<file path="src/rtl/regfile_ctrl_seq_pkg.sv">
// Shared opcodes, FSM state encoding, instruction field positions and decode class
// for the register-file control sequencer.
package regfile_ctrl_seq_pkg;

    localparam logic [3:0] OP_NOP   = 4'h0;
    localparam logic [3:0] OP_ADD   = 4'h1;
    localparam logic [3:0] OP_SUB   = 4'h2;
    localparam logic [3:0] OP_ADC   = 4'h3;
    localparam logic [3:0] OP_SBB   = 4'h4;
    localparam logic [3:0] OP_AND   = 4'h5;
    localparam logic [3:0] OP_OR    = 4'h6;
    localparam logic [3:0] OP_XOR   = 4'h7;
    localparam logic [3:0] OP_NOT   = 4'h8;
    localparam logic [3:0] OP_SHL   = 4'h9;
    localparam logic [3:0] OP_SHR   = 4'hA;
    localparam logic [3:0] OP_MOVI  = 4'hB;
    localparam logic [3:0] OP_LOAD  = 4'hC;
    localparam logic [3:0] OP_STORE = 4'hD;
    localparam logic [3:0] OP_RSVD  = 4'hE;
    localparam logic [3:0] OP_HALT  = 4'hF;

    localparam int OP_MSB  = 15;
    localparam int OP_LSB  = 12;
    localparam int RD_MSB  = 11;
    localparam int RD_LSB  = 9;
    localparam int RS1_MSB = 8;
    localparam int RS1_LSB = 6;
    localparam int RS2_MSB = 5;
    localparam int RS2_LSB = 3;
    localparam int HI_BIT  = 8;
    localparam int IMM_MSB = 7;
    localparam int IMM_LSB = 0;

    typedef enum logic [2:0] {
        ST_FETCH,
        ST_DECODE,
        ST_EXEC,
        ST_MEM,
        ST_WB,
        ST_HALT
    } state_t;

    typedef struct packed {
        logic alu;
        logic flag_op;
        logic movi;
        logic load;
        logic store;
        logic nop;
        logic halt;
        logic illegal;
    } instr_class_t;

endpackage

</file>
<file path="src/rtl/regfile_ctrl_seq_if.sv">
// Instruction-fetch handshake and data-memory request bus of the sequencer.
// master = fetch/memory side, slave = sequencer.
interface regfile_ctrl_seq_if;
    logic [15:0] instr_pi;
    logic        instr_valid_pi;
    logic        instr_ready_po;
    logic        mem_req_po;
    logic        mem_we_po;
    logic        mem_ack_pi;

    modport master (
        output instr_pi, instr_valid_pi, mem_ack_pi,
        input  instr_ready_po, mem_req_po, mem_we_po
    );

    modport slave (
        input  instr_pi, instr_valid_pi, mem_ack_pi,
        output instr_ready_po, mem_req_po, mem_we_po
    );
endinterface

</file>
<file path="src/rtl/regfile_ctrl_seq_instr_decoder.sv">
// Combinational opcode classifier. With ILLEGAL_TRAP_EN defined the reserved
// opcode is flagged illegal, otherwise it is treated as a NOP.
module instr_decoder
    import regfile_ctrl_seq_pkg::*;
(
    input  logic [3:0]   op,
    output instr_class_t cls
);

    always_comb begin
        cls = '0;
        case (op)
            OP_ADD, OP_SUB, OP_ADC, OP_SBB: begin
                cls.alu     = 1'b1;
                cls.flag_op = 1'b1;
            end
            OP_AND, OP_OR, OP_XOR, OP_NOT, OP_SHL, OP_SHR: cls.alu = 1'b1;
            OP_MOVI:  cls.movi  = 1'b1;
            OP_LOAD:  cls.load  = 1'b1;
            OP_STORE: cls.store = 1'b1;
            OP_HALT:  cls.halt  = 1'b1;
`ifdef ILLEGAL_TRAP_EN
            OP_RSVD:  cls.illegal = 1'b1;
`else
            OP_RSVD:  cls.nop     = 1'b1;
`endif
            default:  cls.nop   = 1'b1;
        endcase
    end

endmodule

</file>
<file path="src/rtl/regfile_ctrl_seq.sv">
// Multi-cycle instruction sequencer for the 8x16 regfile; optional ILLEGAL_TRAP_EN traps opcode E.
// States: FETCH accept | DECODE classify | EXEC alu | MEM wait ack | WB strobes | HALT stop
module regfile_ctrl_seq
    import regfile_ctrl_seq_pkg::*;
#(
    parameter int PC_W  = 8,
    parameter int CNT_W = 16
) (
    input  logic                 clk_pi,
    input  logic                 reset_pi,
    input  logic                 clk_en_pi,
    regfile_ctrl_seq_if.slave    bus_if,
    output logic [2:0]           source_reg1_po,
    output logic [2:0]           source_reg2_po,
    output logic [2:0]           destination_reg_po,
    output logic                 wr_destination_reg_po,
    output logic                 movi_lower_po,
    output logic                 movi_higher_po,
    output logic [7:0]           immediate_po,
    output logic [3:0]           alu_op_po,
    output logic                 flag_update_po,
    output logic                 wb_sel_po,
    output logic [PC_W-1:0]      pc_po,
    output logic [CNT_W-1:0]     retire_cnt_po,
    output logic                 halted_po,
    output logic                 illegal_po
);

    state_t            state;
    logic [15:0]       instr_q;
    instr_class_t      cls;
    logic              ready_q;
    logic              wr_q;
    logic              movi_lo_q;
    logic              movi_hi_q;
    logic              flag_q;
    logic              wb_sel_q;
    logic              mem_req_q;
    logic              mem_we_q;
    logic              halted_q;
    logic [PC_W-1:0]   pc_q;
    logic [CNT_W-1:0]  cnt_q;

    instr_decoder u_dec (
        .op  (instr_q[OP_MSB:OP_LSB]),
        .cls (cls)
    );

    always_ff @(posedge clk_pi) begin
        if (reset_pi) begin
            state     <= ST_FETCH;
            instr_q   <= '0;
            ready_q   <= 1'b1;
            wr_q      <= 1'b0;
            movi_lo_q <= 1'b0;
            movi_hi_q <= 1'b0;
            flag_q    <= 1'b0;
            wb_sel_q  <= 1'b0;
            mem_req_q <= 1'b0;
            mem_we_q  <= 1'b0;
            halted_q  <= 1'b0;
            pc_q      <= '0;
            cnt_q     <= '0;
        end else if (clk_en_pi) begin
            // WB strobes live for exactly one enabled cycle
            wr_q      <= 1'b0;
            movi_lo_q <= 1'b0;
            movi_hi_q <= 1'b0;
            flag_q    <= 1'b0;
            wb_sel_q  <= 1'b0;
            case (state)
                ST_FETCH: begin
                    if (bus_if.instr_valid_pi && ready_q) begin
                        instr_q <= bus_if.instr_pi;
                        ready_q <= 1'b0;
                        state   <= ST_DECODE;
                    end
                end
                ST_DECODE: begin
                    if (cls.halt) begin
                        state    <= ST_HALT;
                        halted_q <= 1'b1;
                        pc_q     <= pc_q + 1'b1;
                        cnt_q    <= cnt_q + 1'b1;
                    end else if (cls.illegal) begin
                        state    <= ST_HALT;
                        halted_q <= 1'b1;
                    end else if (cls.nop) begin
                        state   <= ST_FETCH;
                        ready_q <= 1'b1;
                        pc_q    <= pc_q + 1'b1;
                        cnt_q   <= cnt_q + 1'b1;
                    end else if (cls.movi) begin
                        state     <= ST_WB;
                        movi_hi_q <= instr_q[HI_BIT];
                        movi_lo_q <= ~instr_q[HI_BIT];
                    end else if (cls.load || cls.store) begin
                        state     <= ST_MEM;
                        mem_req_q <= 1'b1;
                        mem_we_q  <= cls.store;
                    end else begin
                        state <= ST_EXEC;
                    end
                end
                ST_EXEC: begin
                    state  <= ST_WB;
                    wr_q   <= 1'b1;
                    flag_q <= cls.flag_op;
                end
                ST_MEM: begin
                    if (bus_if.mem_ack_pi) begin
                        mem_req_q <= 1'b0;
                        mem_we_q  <= 1'b0;
                        if (cls.store) begin
                            state   <= ST_FETCH;
                            ready_q <= 1'b1;
                            pc_q    <= pc_q + 1'b1;
                            cnt_q   <= cnt_q + 1'b1;
                        end else begin
                            state    <= ST_WB;
                            wr_q     <= 1'b1;
                            wb_sel_q <= 1'b1;
                        end
                    end
                end
                ST_WB: begin
                    state   <= ST_FETCH;
                    ready_q <= 1'b1;
                    pc_q    <= pc_q + 1'b1;
                    cnt_q   <= cnt_q + 1'b1;
                end
                ST_HALT: state <= ST_HALT;
                default: state <= ST_FETCH;
            endcase
        end
    end

`ifdef ILLEGAL_TRAP_EN
    logic illegal_q;

    always_ff @(posedge clk_pi) begin
        if (reset_pi)
            illegal_q <= 1'b0;
        else if (clk_en_pi && state == ST_DECODE && cls.illegal)
            illegal_q <= 1'b1;
    end

    assign illegal_po = illegal_q;
`else
    assign illegal_po = 1'b0;
`endif

    assign bus_if.instr_ready_po = ready_q;
    assign bus_if.mem_req_po     = mem_req_q;
    assign bus_if.mem_we_po      = mem_we_q;

    assign source_reg1_po        = instr_q[RS1_MSB:RS1_LSB];
    assign source_reg2_po        = instr_q[RS2_MSB:RS2_LSB];
    assign destination_reg_po    = instr_q[RD_MSB:RD_LSB];
    assign immediate_po          = instr_q[IMM_MSB:IMM_LSB];
    assign alu_op_po             = instr_q[OP_MSB:OP_LSB];
    assign wr_destination_reg_po = wr_q;
    assign movi_lower_po         = movi_lo_q;
    assign movi_higher_po        = movi_hi_q;
    assign flag_update_po        = flag_q;
    assign wb_sel_po             = wb_sel_q;
    assign pc_po                 = pc_q;
    assign retire_cnt_po         = cnt_q;
    assign halted_po             = halted_q;

endmodule

</file>
<file path="src/flat_wrapper.sv">
// flat-port wrapper written by rule: the top's interface ports become plain ports
module regfile_ctrl_seq_flat import regfile_ctrl_seq_pkg::*;
#(
    parameter int PC_W  = 8,
    parameter int CNT_W = 16
)
  (clk_pi, reset_pi, clk_en_pi, source_reg1_po, source_reg2_po, destination_reg_po, wr_destination_reg_po, movi_lower_po, movi_higher_po, immediate_po, alu_op_po, flag_update_po, wb_sel_po, pc_po, retire_cnt_po, halted_po, illegal_po, bus_if_instr_pi, bus_if_instr_valid_pi, bus_if_mem_ack_pi, bus_if_instr_ready_po, bus_if_mem_req_po, bus_if_mem_we_po);
  regfile_ctrl_seq_if bus_if_i ();
  input  logic clk_pi;
  input  logic reset_pi;
  input  logic clk_en_pi;
  output logic [2:0] source_reg1_po;
  output logic [2:0] source_reg2_po;
  output logic [2:0] destination_reg_po;
  output logic wr_destination_reg_po;
  output logic movi_lower_po;
  output logic movi_higher_po;
  output logic [7:0] immediate_po;
  output logic [3:0] alu_op_po;
  output logic flag_update_po;
  output logic wb_sel_po;
  output logic [PC_W-1:0] pc_po;
  output logic [CNT_W-1:0] retire_cnt_po;
  output logic halted_po;
  output logic illegal_po;
  input wire logic [$bits(bus_if_i.instr_pi)-1:0] bus_if_instr_pi;
  input wire logic [$bits(bus_if_i.instr_valid_pi)-1:0] bus_if_instr_valid_pi;
  input wire logic [$bits(bus_if_i.mem_ack_pi)-1:0] bus_if_mem_ack_pi;
  output wire logic [$bits(bus_if_i.instr_ready_po)-1:0] bus_if_instr_ready_po;
  output wire logic [$bits(bus_if_i.mem_req_po)-1:0] bus_if_mem_req_po;
  output wire logic [$bits(bus_if_i.mem_we_po)-1:0] bus_if_mem_we_po;
  assign bus_if_i.instr_pi = bus_if_instr_pi;
  assign bus_if_i.instr_valid_pi = bus_if_instr_valid_pi;
  assign bus_if_i.mem_ack_pi = bus_if_mem_ack_pi;
  assign bus_if_instr_ready_po = bus_if_i.instr_ready_po;
  assign bus_if_mem_req_po = bus_if_i.mem_req_po;
  assign bus_if_mem_we_po = bus_if_i.mem_we_po;
  regfile_ctrl_seq #(.PC_W(PC_W), .CNT_W(CNT_W)) u_core (.clk_pi(clk_pi), .reset_pi(reset_pi), .clk_en_pi(clk_en_pi), .bus_if(bus_if_i), .source_reg1_po(source_reg1_po), .source_reg2_po(source_reg2_po), .destination_reg_po(destination_reg_po), .wr_destination_reg_po(wr_destination_reg_po), .movi_lower_po(movi_lower_po), .movi_higher_po(movi_higher_po), .immediate_po(immediate_po), .alu_op_po(alu_op_po), .flag_update_po(flag_update_po), .wb_sel_po(wb_sel_po), .pc_po(pc_po), .retire_cnt_po(retire_cnt_po), .halted_po(halted_po), .illegal_po(illegal_po));
endmodule
</file>
<file path="config.mk">
export PLATFORM = sky130hd
export DESIGN_NAME = regfile_ctrl_seq_flat
export DESIGN_NICKNAME = d
export VERILOG_FILES = /design/src/rtl/regfile_ctrl_seq_pkg.sv /design/src/rtl/regfile_ctrl_seq_if.sv /design/src/rtl/regfile_ctrl_seq_instr_decoder.sv /design/src/rtl/regfile_ctrl_seq.sv /design/src/flat_wrapper.sv
export SDC_FILE = /design/constraint.sdc
export NUM_CORES = 1
export LEC_CHECK = 0
export CORE_ASPECT_RATIO = 1.1
export CORE_MARGIN = 2
export CORE_UTILIZATION = 42
export DETAILED_ROUTE_END_ITERATION = 10
export GPL_ROUTABILITY_DRIVEN = 1
export PLACE_DENSITY = 0.76
export SLEW_MARGIN = 15
export SYNTH_ARGS = -nofsm -noshare
export SYNTH_HDL_FRONTEND = slang
export SYNTH_SLANG_ARGS = --single-unit
</file>
<file path="constraint.sdc">
create_clock -name clk_pi -period 1.9 [get_ports clk_pi]
set_input_delay 0.475 -clock clk_pi [delete_from_list [all_inputs] [get_ports clk_pi]]
set_output_delay 0.475 -clock clk_pi [all_outputs]
set_load 0.01 [all_outputs]
</file>
==> results.cfg <==
[worst_setup_path]
cp.required_ns = 2.13
critical_path.startpoint_type = register
worstSetupEndpointType = register
cp_num_buf_inv = 1
worstSetupPathType = register to register
cp_common_cell = or4_4
crit_slowest_cell = or4_4
cpLargestDelayFamily = simple AND/OR/NAND/NOR gates
worstPathCellList = or4_4 > a31oi_4 > buf_6 > o21ai_4 > or4_4 > a21oi_2
critPathMaxFanout = 5
cpPeakStageDelay_ns = 0.56
worstPathArrival_ns = 2.25

[placement]
dpl_worst_slack_ns = -0.4073
dp_hpwl_um = 4417
place_inst = 452
port_buffers = 74
postPlaceCellArea_sq_um = 3367
gp_congestion = 0.8378

[logic_synthesis]
syn_inst = 299
yosysSeqAreaShare_pct = 42.69
avgSynthCellArea_sq_um = 8.156
syn-num-nets = 322
synth_ff_type = dfxtp_1
synth_cell_types = 45
synth_seq_cells = 52
synth-edff-count = 0
syn-cell-area_sq_um = 2439
yosys_warnings = 0
async_flop_share_pct = 0

[timing]
finalCritPeriodShare_pct = 106.2
slew_headroom_pct = 56.47
drv_slew = 0
max_freq_ghz = 0.4954
finalWorstSetupSlack_ns = -0.1184
hold_viol = 0
rsz0062_at_grt = yes
worst_pin_slew_ns = 0.6530
skew_ns = 0.008324
finalCriticalPeriod_ns = 2.018
finalSetupViolCount = 22

[global_routing]
antenna_found_initial = 0
grt_pass1_wl_um = 10810
grt_pass1_vias = 2346
grt_max_degree = 32
grt-ovfl-total = 0
grt_usage_pct = 20.15

[detailed_routing]
antenna_left = 0
route.detailed.drc = 0
drtIter0Drc = 113
via_count = 2530
routed_via_density = 5.394
wl_per_cell_um = 13.71
finalWirelength_um = 6431
drt_pass1_iterations = 4

[clock_network]
numCtsBuffers = 5
h-tree-depth = 2
cts_root_buffer = clkbuf_8
holdBufCountCts = 0
path_clk_slew_ns = 0.09
clk_latency_ns = 0.30
cts_tree = done
cts_sinks = 52
cts_buffer_depth = 2

[final_layout]
diodes = 0
final_common_cell = clkdlybuf4s50_1
drive_gt1_share_pct = 20.41
nets = 414
area.growth.synth_to_final_pct = 51.87
fin_area_sq_um = 3704
finalNonFillerCells = 469
layout_common_cells = 71 x clkdlybuf4s50_1, 50 x dfxtp_1, 48 x nand2_1

[die]
core_area_sq_um = 5697
start_util_pct = 42.81
io_pins = 76
dieArea_sq_um = 6432
num_rows = 29
die_width_um = 76.65
die_h_um = 83.92

[power]
p_sw_uw = 556.6
clkPwrFrac_pct = 32.9
power_density_nw_per_um2 = 610.7
peakVddDrop_uv = 440.9
seqPwrFrac_pct = 50.3
p_leak_uw = 0.001309
p_int_uw = 1705
p_comb_share_pct = 16.8
swShare_pct = 24.61

[job]
max-cap-violations = 0

[run_status]
status = finished with violations
violations = setup timing

[hold_path]
min_path_type = register to register
cell usage after synthesis, types with 2 or more instances:
| cell type | n | area share, % |
|---|---|---|
| inv_1 | 10 | 1.5 |
| o2111ai_1 | 2 | 0.72 |
| buf_2 | 3 | 0.62 |
| o21ai_0 | 7 | 1.4 |
| buf_4 | 7 | 2.2 |
| nor2_1 | 21 | 3.2 |
| a22oi_1 | 2 | 0.62 |
| dfxtp_1 | 52 | 43 |
| o211ai_1 | 3 | 0.92 |
| xor2_1 | 6 | 2.2 |
| o31ai_1 | 11 | 3.4 |
| o31a_1 | 2 | 0.72 |
| nand2_1 | 48 | 7.4 |
| nor3_1 | 2 | 0.41 |
| clkbuf_1 | 15 | 2.3 |
| or3_1 | 5 | 1.3 |
| nor4_1 | 3 | 0.77 |
| ha_1 | 2 | 1.0 |
| nand2b_1 | 2 | 0.51 |
| a21oi_1 | 41 | 8.4 |
| or4_1 | 13 | 4.0 |
| nand4_1 | 7 | 1.8 |
| mux2i_1 | 4 | 1.6 |
| nand3_1 | 9 | 1.8 |
| buf_6 | 2 | 0.92 |
registers in the layout, summed over array words and instances, names as in the netlist:
name,count
u_core.state,3
u_core.wb_sel_po,1
u_core.movi_higher_po,1
u_core.retire_cnt_po,16
u_core.flag_update_po,1
u_core.bus_if.mem_req_po,1
u_core.halted_po,1
u_core.instr_q,16
u_core.wr_destination_reg_po,1
u_core.bus_if.instr_ready_po,1
u_core.movi_lower_po,1
u_core.bus_if.mem_we_po,1
u_core.pc_po,8
per-stage QoR:
| step | hold WS (ns) | TNS [ns] | power, uW | utilization, % |
|---|---|---|---|---|
| after floorplan | 0.4761 | -1.851 | 1338 | - |
| final | 0.4558 | -1.309 | 2262 | 65.01 |
| after global placement | 0.4403 | -9.576 | 1496 | 59.10 |
| after global routing | 0.4710 | -2.447 | 2373 | 65.01 |
| after detailed placement | 0.4448 | -11.73 | 1502 | 59.10 |
| after CTS | 0.4591 | -0.8953 | 2248 | 61.65 |
power by group through the flow:
stage               Clock, uW  Sequential (uW)  Combinational (uW)
global route              816             1140                 414
floorplan                   0             1170                 169
CTS                       759             1140                 351
finish                    744             1140                 380
detailed placement          0             1160                 339
global placement            0             1160                 334
what timing repair did:
action	4_1_cts	5_1_grt
gates cloned	2	0
gates resized for setup	4	29
setup buffers	1	6
setup endpoints to repair	15	19
pin swaps	5	7
layer usage:
metal	wire length [um]	vias up	global-route usage, %
li1	-	1240	-
met1	2698	1185	24.42
met2	3185	92	34.67
met3	428	13	4.978
met4	118	0	7.107
met5	0	-	0
cells by family after synthesis:
family	count (synthesis)	share of synthesized area (%)
AOI/OAI and AO/OA	77	20.22
xor gates and xnor gates	7	2.514
adders and majority gates	2	1.026
buffers and inverters	38	7.696
DFF	52	42.69
muxes	4	1.642
other	1	0.1538
and+or+nand+nor	118	24.06
worst register-to-register path, delay by kind of cell, from the launching register on:
| family | cells | cell delay, ns |
|---|---|---|
| flops | 1 | 0.32 |
| compound gates | 3 | 0.41 |
| buf+inv | 1 | 0.14 |
| simple gates | 2 | 1.10 |
layout make-up:
cell class / instances / area (sq um)
Inverter: 10 / 37.54
Clock buffer: 6 / 72.57
Timing Repair Buffer: 111 / 1055
Tap cell: 77 / 96.34
Sequential cell: 52 / 1044
Clock inverter: 2 / 35.03
Fill cell: 498 / 1993
Multi-Input combinational cell: 211 / 1364
worst paths after layout:
path                        endpoint                   from  cells past startpoint  slack [ns]
max reg2reg  u_core.retire_cnt_po[8]     u_core.instr_q[15]                      6       -0.12
min reg2reg    u_core.movi_higher_po  u_core.movi_higher_po                      2        0.46
max          u_core.retire_cnt_po[8]     u_core.instr_q[15]                      6       -0.12
min            u_core.movi_higher_po  u_core.movi_higher_po                      2        0.46
Power figures use the tool's default switching activity.
